$ cat src/rtl/ascensor_planta_if.sv
// Controller-facing bus of the elevator plant model: motor/door commands in, car and door feedback out.
// The master side is the controller (or the bench standing in for it); the plant is the slave.
interface ascensor_planta_if;
    logic [1:0] motor;
    logic [1:0] puertas;
    logic       obstruccion;
    logic       cambio_piso;
    logic [1:0] estado_puertas;
    logic       sensor_puertas;
    logic [3:0] piso;
    logic       falla;

    modport master (
        output motor, puertas, obstruccion,
        input  cambio_piso, estado_puertas, sensor_puertas, piso, falla
    );

    modport slave (
        input  motor, puertas, obstruccion,
        output cambio_piso, estado_puertas, sensor_puertas, piso, falla
    );
endinterface

$ cat src/rtl/ascensor_planta.sv
// Cycle-accurate plant model of the elevator car and doors with configurable travel and door timing.
// Define ASCENSOR_PLANTA_CHECK_EN to build the sticky falla checker; otherwise falla is tied low.
module ascensor_planta #(
    parameter int NUM_PISOS     = 10,
    parameter int TRAVEL_CYCLES = 100,
    parameter int DOOR_CYCLES   = 50
) (
    input logic              clk,
    input logic              reset,
    ascensor_planta_if.slave bus
);
    localparam int TW = (TRAVEL_CYCLES > 2) ? $clog2(TRAVEL_CYCLES) : 1;
    localparam int DW = (DOOR_CYCLES > 2) ? $clog2(DOOR_CYCLES) : 1;
    localparam logic [TW-1:0] TRAV_LAST = TW'(TRAVEL_CYCLES - 1);
    localparam logic [DW-1:0] DOOR_LAST = DW'(DOOR_CYCLES - 1);
    localparam logic [3:0]    PISO_TOP  = 4'(NUM_PISOS - 1);

    localparam logic [1:0] CERRADA  = 2'd0;
    localparam logic [1:0] ABRIENDO = 2'd1;
    localparam logic [1:0] ABIERTA  = 2'd2;
    localparam logic [1:0] CERRANDO = 2'd3;

    logic [1:0]    door, door_next;
    logic [DW-1:0] door_cnt, door_cnt_next;
    logic [1:0]    estado;
    logic          sensor;
    logic [TW-1:0] trav_cnt, trav_next;
    logic [1:0]    dir, dir_next;
    logic [3:0]    piso_q, piso_next;
    logic          pulso, pulso_next;
    logic          sube, baja, cerrada, tope;

    function automatic logic [1:0] codigo_puertas(input logic [1:0] s);
        case (s)
            CERRADA: codigo_puertas = 2'b00;
            ABIERTA: codigo_puertas = 2'b10;
            default: codigo_puertas = 2'b01;
        endcase
    endfunction

    assign sube    = (bus.motor == 2'b01);
    assign baja    = (bus.motor == 2'b10);
    assign cerrada = (door == CERRADA);
    assign tope    = (sube && piso_q == PISO_TOP) || (baja && piso_q == 4'd0);

    always_comb begin
        door_next     = door;
        door_cnt_next = door_cnt;
        case (door)
            CERRADA: begin
                if (bus.puertas == 2'b01) begin
                    door_next     = ABRIENDO;
                    door_cnt_next = '0;
                end
            end
            ABRIENDO: begin
                if (door_cnt == DOOR_LAST) begin
                    door_next     = ABIERTA;
                    door_cnt_next = '0;
                end else begin
                    door_cnt_next = door_cnt + DW'(1);
                end
            end
            ABIERTA: begin
                if (bus.puertas == 2'b10) begin
                    door_next     = CERRANDO;
                    door_cnt_next = '0;
                end
            end
            default: begin
                // A reopen request or obstruction wins over stroke completion in the same cycle
                if (bus.obstruccion || bus.puertas == 2'b01) begin
                    door_next     = ABRIENDO;
                    door_cnt_next = '0;
                end else if (door_cnt == DOOR_LAST) begin
                    door_next     = CERRADA;
                    door_cnt_next = '0;
                end else begin
                    door_cnt_next = door_cnt + DW'(1);
                end
            end
        endcase
    end

    always_comb begin
        trav_next  = trav_cnt;
        dir_next   = dir;
        piso_next  = piso_q;
        pulso_next = 1'b0;
        if (!cerrada || !(sube || baja) || tope) begin
            trav_next = '0;
        end else if (trav_cnt != '0 && bus.motor != dir) begin
            // Reversal mid-floor snaps the car back to its current floor
            trav_next = '0;
            dir_next  = bus.motor;
        end else if (trav_cnt == TRAV_LAST) begin
            trav_next  = '0;
            dir_next   = bus.motor;
            piso_next  = sube ? piso_q + 4'd1 : piso_q - 4'd1;
            pulso_next = 1'b1;
        end else begin
            trav_next = trav_cnt + TW'(1);
            dir_next  = bus.motor;
        end
    end

    always_ff @(posedge clk) begin
        if (reset) begin
            door     <= CERRADA;
            door_cnt <= '0;
            estado   <= 2'b00;
            sensor   <= 1'b0;
            trav_cnt <= '0;
            dir      <= 2'b00;
            piso_q   <= 4'd0;
            pulso    <= 1'b0;
        end else begin
            door     <= door_next;
            door_cnt <= door_cnt_next;
            estado   <= codigo_puertas(door_next);
            sensor   <= bus.obstruccion && !cerrada;
            trav_cnt <= trav_next;
            dir      <= dir_next;
            piso_q   <= piso_next;
            pulso    <= pulso_next;
        end
    end

    assign bus.cambio_piso    = pulso;
    assign bus.estado_puertas = estado;
    assign bus.sensor_puertas = sensor;
    assign bus.piso           = piso_q;

`ifdef ASCENSOR_PLANTA_CHECK_EN
    logic falla_q, viola;

    assign viola = (bus.motor == 2'b11) || (bus.puertas == 2'b11)
                || (bus.motor != 2'b00 && !cerrada) || tope
                || (bus.puertas == 2'b01 && trav_cnt != '0);

    always_ff @(posedge clk) begin
        if (reset) falla_q <= 1'b0;
        else if (viola) falla_q <= 1'b1;
    end

    assign bus.falla = falla_q;
`else
    assign bus.falla = 1'b0;
`endif
endmodule

$ cat src/flat_wrapper.sv
// flat-port wrapper written by rule: the top's interface ports become plain ports
module ascensor_planta_flat 
#(
    parameter int NUM_PISOS     = 10,
    parameter int TRAVEL_CYCLES = 100,
    parameter int DOOR_CYCLES   = 50
)
  (clk, reset, bus_motor, bus_puertas, bus_obstruccion, bus_cambio_piso, bus_estado_puertas, bus_sensor_puertas, bus_piso, bus_falla);
  ascensor_planta_if bus_i ();
  input logic clk;
  input logic reset;
  input wire logic [$bits(bus_i.motor)-1:0] bus_motor;
  input wire logic [$bits(bus_i.puertas)-1:0] bus_puertas;
  input wire logic [$bits(bus_i.obstruccion)-1:0] bus_obstruccion;
  output wire logic [$bits(bus_i.cambio_piso)-1:0] bus_cambio_piso;
  output wire logic [$bits(bus_i.estado_puertas)-1:0] bus_estado_puertas;
  output wire logic [$bits(bus_i.sensor_puertas)-1:0] bus_sensor_puertas;
  output wire logic [$bits(bus_i.piso)-1:0] bus_piso;
  output wire logic [$bits(bus_i.falla)-1:0] bus_falla;
  assign bus_i.motor = bus_motor;
  assign bus_i.puertas = bus_puertas;
  assign bus_i.obstruccion = bus_obstruccion;
  assign bus_cambio_piso = bus_i.cambio_piso;
  assign bus_estado_puertas = bus_i.estado_puertas;
  assign bus_sensor_puertas = bus_i.sensor_puertas;
  assign bus_piso = bus_i.piso;
  assign bus_falla = bus_i.falla;
  ascensor_planta #(.NUM_PISOS(NUM_PISOS), .TRAVEL_CYCLES(TRAVEL_CYCLES), .DOOR_CYCLES(DOOR_CYCLES)) u_core (.clk(clk), .reset(reset), .bus(bus_i));
endmodule
$ cat config.mk
export PLATFORM = sky130hd
export DESIGN_NAME = ascensor_planta_flat
export DESIGN_NICKNAME = d
export VERILOG_FILES = /design/src/rtl/ascensor_planta_if.sv /design/src/rtl/ascensor_planta.sv /design/src/flat_wrapper.sv
export SDC_FILE = /design/constraint.sdc
export NUM_CORES = 1
export LEC_CHECK = 0
export CAP_MARGIN = 40
export CORE_ASPECT_RATIO = 1.75
export CORE_MARGIN = 4
export CORE_UTILIZATION = 25
export CTS_CLUSTER_DIAMETER = 30
export DETAILED_ROUTE_END_ITERATION = 7
export PLACE_DENSITY = 0.47
export SKIP_LAST_GASP = 1
export SLEW_MARGIN = 0
export SYNTH_ARGS = -nofsm -noshare
export SYNTH_HDL_FRONTEND = slang
export SYNTH_SLANG_ARGS = --single-unit
export TNS_END_PERCENT = 1
$ cat constraint.sdc
create_clock -name clk -period 3.35 [get_ports clk]
set_clock_uncertainty 0.1 [all_clocks]
set_input_delay 0.67 -clock clk [delete_from_list [all_inputs] [get_ports clk]]
set_output_delay 0.67 -clock clk [all_outputs]
set_load 0.005 [all_outputs]
# Word-level counts from Yosys, hierarchy flattened
# Cells that the tools add are included.
word_totals:
  ff_bits: 25
op_classes:
  n_bitwise: 2
  n_reduce_logical: 19
  n_eq_ne: 13
  add_sub_neg: 4
  n_mux: 14
ops:
  columns: ["op", "n"]
  rows:
  - ["$mux 6", 4]
  - ["$pmux 6 s3", 1]
  - ["$mux 2", 5]
  - ["$eq 2x2->1 const B", 4]
  - ["$add 7x1->7 const B", 1]
  - ["$eq 7x7->1 const B", 1]
  - ["$reduce_bool 7->1", 1]
  - ["$add 6x1->6 const B", 1]
  - ["$eq 2x1->1 const B", 3]
  - ["$eq 6x6->1 const B", 1]
  - ["$pmux 2 s3", 1]
  - ["$logic_or 1x1->1", 5]
  - ["$add 4x1->4 const B", 1]
  - ["$eq 4x4->1 const B", 1]
  - ["$logic_and 1x1->1", 4]
  - ["$logic_not 2->1", 2]
  - ["$logic_not 4->1", 1]
  - ["$mux 4", 1]
  - ["$pmux 2 s2", 1]
  - ["$reduce_or 4->1", 1]
  - ["$sub 4x1->4 const B", 1]
  - ["$reduce_and 3->1", 1]
  - ["$reduce_or 3->1", 1]
  - ["$logic_not 1->1", 2]
  - ["other kinds (6)", 7]

# Depth between registers and ports, before layout
logic_depth:
  ltp_word: 7
  depth_mapped: 9
  mapped_depth_nobuf: 9

# Worst setup path after synthesis
# No wires, ideal clock.
synth_path:
  path_kind: "input to register"
  start: "input port bus_motor[0]"
  end: "register u_core.trav_cnt[2]"
  required_time_ns: 3.188
  setup_time_ns: 0.062
  setup_slack_ns: 1.021
  arrival_ns: 2.167
  path_stages: 7
  path_cell_list: "inv_1 -> ha_1 -> or3_1 -> nand2b_4 -> or4_4 -> buf_6 -> nor2_2"
synth_between:
  elab_chain_len: 6
  elab_cells_between_ends: 12
  classes_between: "3 x eq/ne; 9 x reduce/logical"
synth_rtl:
  columns: ["element", "line_no", "source"]
  rows:
  - ["start: declaration", "flat_wrapper.sv:12", "input wire logic [$bits(bus_i.motor)-1:0] bus_motor;"]
  - ["$eq 2x1->1 or $eq 2x2->1 (tied branches)", "ascensor_planta.sv:41, ascensor_planta.sv:42", null]
  - ["$logic_or 1x1->1", "ascensor_planta.sv:90", "if (!cerrada || !(sube || baja) || tope) begin"]
  - ["$logic_not 1->1", "ascensor_planta.sv:90", null]
  - ["$logic_or 1x1->1 (2 in series)", "ascensor_planta.sv:90", null]
  - ["$reduce_or 4->1 (no source line) *", null, null]
  - ["end signal: assignment", "ascensor_planta.sv:122", "trav_cnt <= trav_next;"]
  - ["end: declaration", "ascensor_planta.sv:27", "logic [TW-1:0] trav_cnt, trav_next;"]
# Mark *: on every way between the ends. The rest lies on a longest branch, timed or not.
# A chain may end at the register's enable or synchronous reset.

# Worst setup path after layout
layout_path:
  start: "input port bus_motor[0]"
  end: "register u_core.trav_cnt[4]"
# The elaborated chain is that of the path after synthesis.

==> results.py <==
metrics = {
    "critical_path": {
        "cp_cell_sequence": "clkdlybuf4s50_1 > inv_1 > ha_1 > or3_1 > nand2b_4 > or4_4 > nor2_2",
        "end_kind": "register",
        "worstPathArrival_ns": 2.81,
        "slowest_delay_ns": 0.62,
        "cpMaxStageDelayCell": "or4_4",
        "rrSetupSlack_ns": 1.46,
        "cp_max_fo": 7,
        "worstSetupStartpointType": "input pin",
        "required_ns": 3.46,
        "crit_type": "input pin to register",
    },
    "finish": {
        "multi_input_area_um2": 699.4,
        "seq_area_um2": 480.5,
        "fillerInstances": 491,
        "drive_gt1_share_pct": 9.524,
        "final_cell_count_no_fill": 199,
        "final_area_um2": 1464,
        "syn2layout_area_growth_pct": 17.71,
        "final_util_pct": 30.83,
        "layout.nets": 165,
        "antenna_cells": 0,
    },
    "synthesis": {
        "synth_cells": 134,
        "ys_top_cells_by_area": "dfxtp_1 (39%), ha_1 (8.0%), xor2_1 (5.6%), nor2_1 (5.4%), xnor2_1 (4.9%)",
        "synthesis.area_um2": 1244,
        "yosys.area.top_type": "dfxtp_1",
        "synth.yosys.warnings": 0,
        "synth_area_per_cell_um2": 9.281,
        "post_synth_num_cell_types": 38,
        "synth_top_area_share_pct": 38.63,
        "synth_nets": 150,
        "synth_seq_cells": 24,
        "yosysSeqAreaShare_pct": 38.63,
    },
    "floorplan": {
        "initial_core_util_pct": 26.19,
        "dieArea_um2": 6212,
        "core.rowCount": 33,
        "die_x_um": 61.32,
        "dieHeight_um": 101.3,
        "core_um2": 4748,
        "ios": 16,
    },
    "timing": {
        "fin_crit_sh_pct": 80.67,
        "fin_crit_ns": 2.702,
        "maxSlewHeadroom_pct": 51.46,
        "finalSetupViolCount": 0,
        "max_freq_mhz": 370.0,
        "finalMaxSlewViolations": 0,
        "hold_viol": 0,
        "rsz0062_at_grt": "no",
        "tightest_slew_ns": 0.7280,
        "fin_tns_setup_ns": 0,
    },
    "route": {
        "viasPerCell": 4.794,
        "firstDrtPassIters": 6,
        "routedWlPerCell_um": 12.65,
        "vias": 954,
        "drt_iter0_drc": 37,
        "ant_nets": 0,
        "drt-total-wl_um": 2517,
        "drcViolationCount": 0,
    },
    "global_routing": {
        "grt_pass1_vias": 976,
        "grt_max_degree": 14,
        "antenna_found_initial": 0,
        "overflow": 0,
        "track_usage_pct": 9.232,
        "grt_pass1_wl_um": 4388,
    },
    "power_and_ir_drop": {
        "power_frac_seq_pct": 56.6,
        "p_int_uw": 401.2,
        "comb_power_share_pct": 11.5,
        "p_per_area_nw_per_um2": 360.2,
        "power.switching_uw": 126.1,
        "swShare_pct": 23.91,
        "p_clk_share_pct": 31.9,
        "power_uw": 527.2,
        "vdd_ir_drop_max_mv": 0.1737,
        "p_leak_nw": 0.5720,
    },
    "clock_network": {
        "cts.htree.levels": 1,
        "insertion_delay_ns": 0.26,
        "postCtsHoldBufs": 0,
        "tritoncts": "built",
        "clkSinkCount": 24,
        "cts_buffers": 3,
        "postCtsSetupRepairBufs": 0,
        "clockBufferDepth": 2,
        "post_cts_resized": 0,
        "clk_pin_slew_ns": 0.08,
        "clockRootBuffer": "clkbuf_8",
    },
    "worst_hold_path": {
        "hold_class": "register to register",
    },
    "placed_design": {
        "place_area_um2": 1423,
        "io_buffers": 14,
        "dpl.hpwl_um": 1919,
        "dp.cells": 196,
        "gpl.final_weighted_congestion": 0.7149,
    },
    "flow_run": {
        "cap_violations": 0,
    },
    "run_status": {
        "status": "completed",
    },
}
==> power groups by stage <==
stage | combinational (mW) | sequential, mW | clock, mW
after global placement | 0.0591 | 0.305 | 0
final | 0.0606 | 0.298 | 0.168
after global routing | 0.0679 | 0.300 | 0.188
after CTS | 0.0614 | 0.298 | 0.176
after floorplan | 0.0438 | 0.303 | 0
after detailed placement | 0.0609 | 0.305 | 0
==> stage by stage <==
step                worst slack (ns)  hold slack, ns
global placement              0.4299          0.3464
detailed placement            0.3743          0.3679
CTS                           0.6489          0.3900
global route                  0.5298          0.4017
finish                        0.6476          0.3765
floorplan                      1.021          0.3348
==> area by class of cell <==
type,count,share of cell area [%]
Clock buffer,3,2.821
Multi-Input combinational cell,97,47.78
Tap cell,52,4.444
Sequential cell,24,32.82
Inverter,8,2.051
Timing Repair Buffer,15,10.09
==> final timing paths <==
check | startpoint | endpoint | depth (start not counted)
worst max register to register | u_core.bus.estado_puertas[0] | u_core.trav_cnt[4] | 4
worst min register to register | u_core.trav_cnt[0] | u_core.trav_cnt[0] | 1
worst min-delay path | u_core.trav_cnt[0] | u_core.trav_cnt[0] | 1
worst max-delay path | bus_motor[0] | u_core.trav_cnt[4] | 7
==> cells in the final DEF (no fill, tap or decap), types with 2 or more instances in the layout <==
| cell | n |
|---|---|
| ha_1 | 8 |
| dfxtp_1 | 24 |
| inv_1 | 8 |
| a21oi_1 | 3 |
| nor3_1 | 2 |
| a21o_1 | 2 |
| o21ai_0 | 2 |
| clkdlybuf4s50_1 | 14 |
| nand4_1 | 3 |
| nand2_1 | 4 |
| nor2_1 | 18 |
| nand2b_1 | 2 |
| mux2i_1 | 4 |
| and3_1 | 3 |
| clkbuf_8 | 3 |
| and4_1 | 2 |
| xor2_1 | 8 |
| or3_1 | 2 |
| nor3b_1 | 2 |
| nor2_2 | 6 |
| xnor2_1 | 7 |
| nand3_1 | 4 |
==> per-layer routing <==
metal  global-route usage [%]  vias up  wire length [µm]  share of wire, %
li1                         -      473                 -                 -
met1                    10.41      451              1053                42
met2                    15.58       24              1278                51
met3                    2.679        6               137               5.4
met4                    4.007        0                47               1.9
met5                        0        -                 0                 0
==> worst max-delay path, delay by kind of cell <==
family	cells	cell delay [ns]
fa+ha+maj	1	0.27
buf+inv	2	0.60
simple gates	4	1.26
==> cells in the mapped netlist (all sizes together) <==
| cell | number |
|---|---|
| or3 | 2 |
| buf | 3 |
| dfxtp | 24 |
| o221ai | 1 |
| xor2 | 8 |
| fa | 1 |
| a211oi | 1 |
| or4 | 1 |
| nand4 | 3 |
| a21o | 2 |
| a32oi | 1 |
| and3 | 3 |
| nor3 | 2 |
| a21oi | 3 |
| ha | 8 |
| o21ai | 3 |
| and3b | 1 |
| inv | 8 |
| o31ai | 1 |
| nor2b | 1 |
| clkbuf | 2 |
| a31oi | 1 |
| nor3b | 2 |
| conb | 1 |
| nand2b | 3 |
| nor4b | 1 |
| nand2 | 4 |
| nor2 | 25 |
| nand4bb | 1 |
| mux2i | 4 |
| nand3 | 4 |
| xnor2 | 7 |
| and4 | 2 |
==> flip-flops by register name (all words and copies together), names as in the netlist <==
name                       count
u_core.dir                     2
u_core.bus.cambio_piso         1
u_core.bus.piso                4
u_core.door_cnt                6
u_core.door                    1
u_core.bus.sensor_puertas      1
u_core.bus.estado_puertas      2
u_core.trav_cnt                7
==> cell families after synthesis <==
kind of cell             synth area share (%)
AND/OR/NAND/NOR                         25.45
adder cells (fa/ha/maj)                 9.658
buffers and inverters                   5.131
other                                  0.3015
XOR/XNOR                                10.56
flip-flops                              38.63
AO/OA/AOI/OAI                           7.043
multiplexers                            3.219
(Power assumes the default switching activity.)
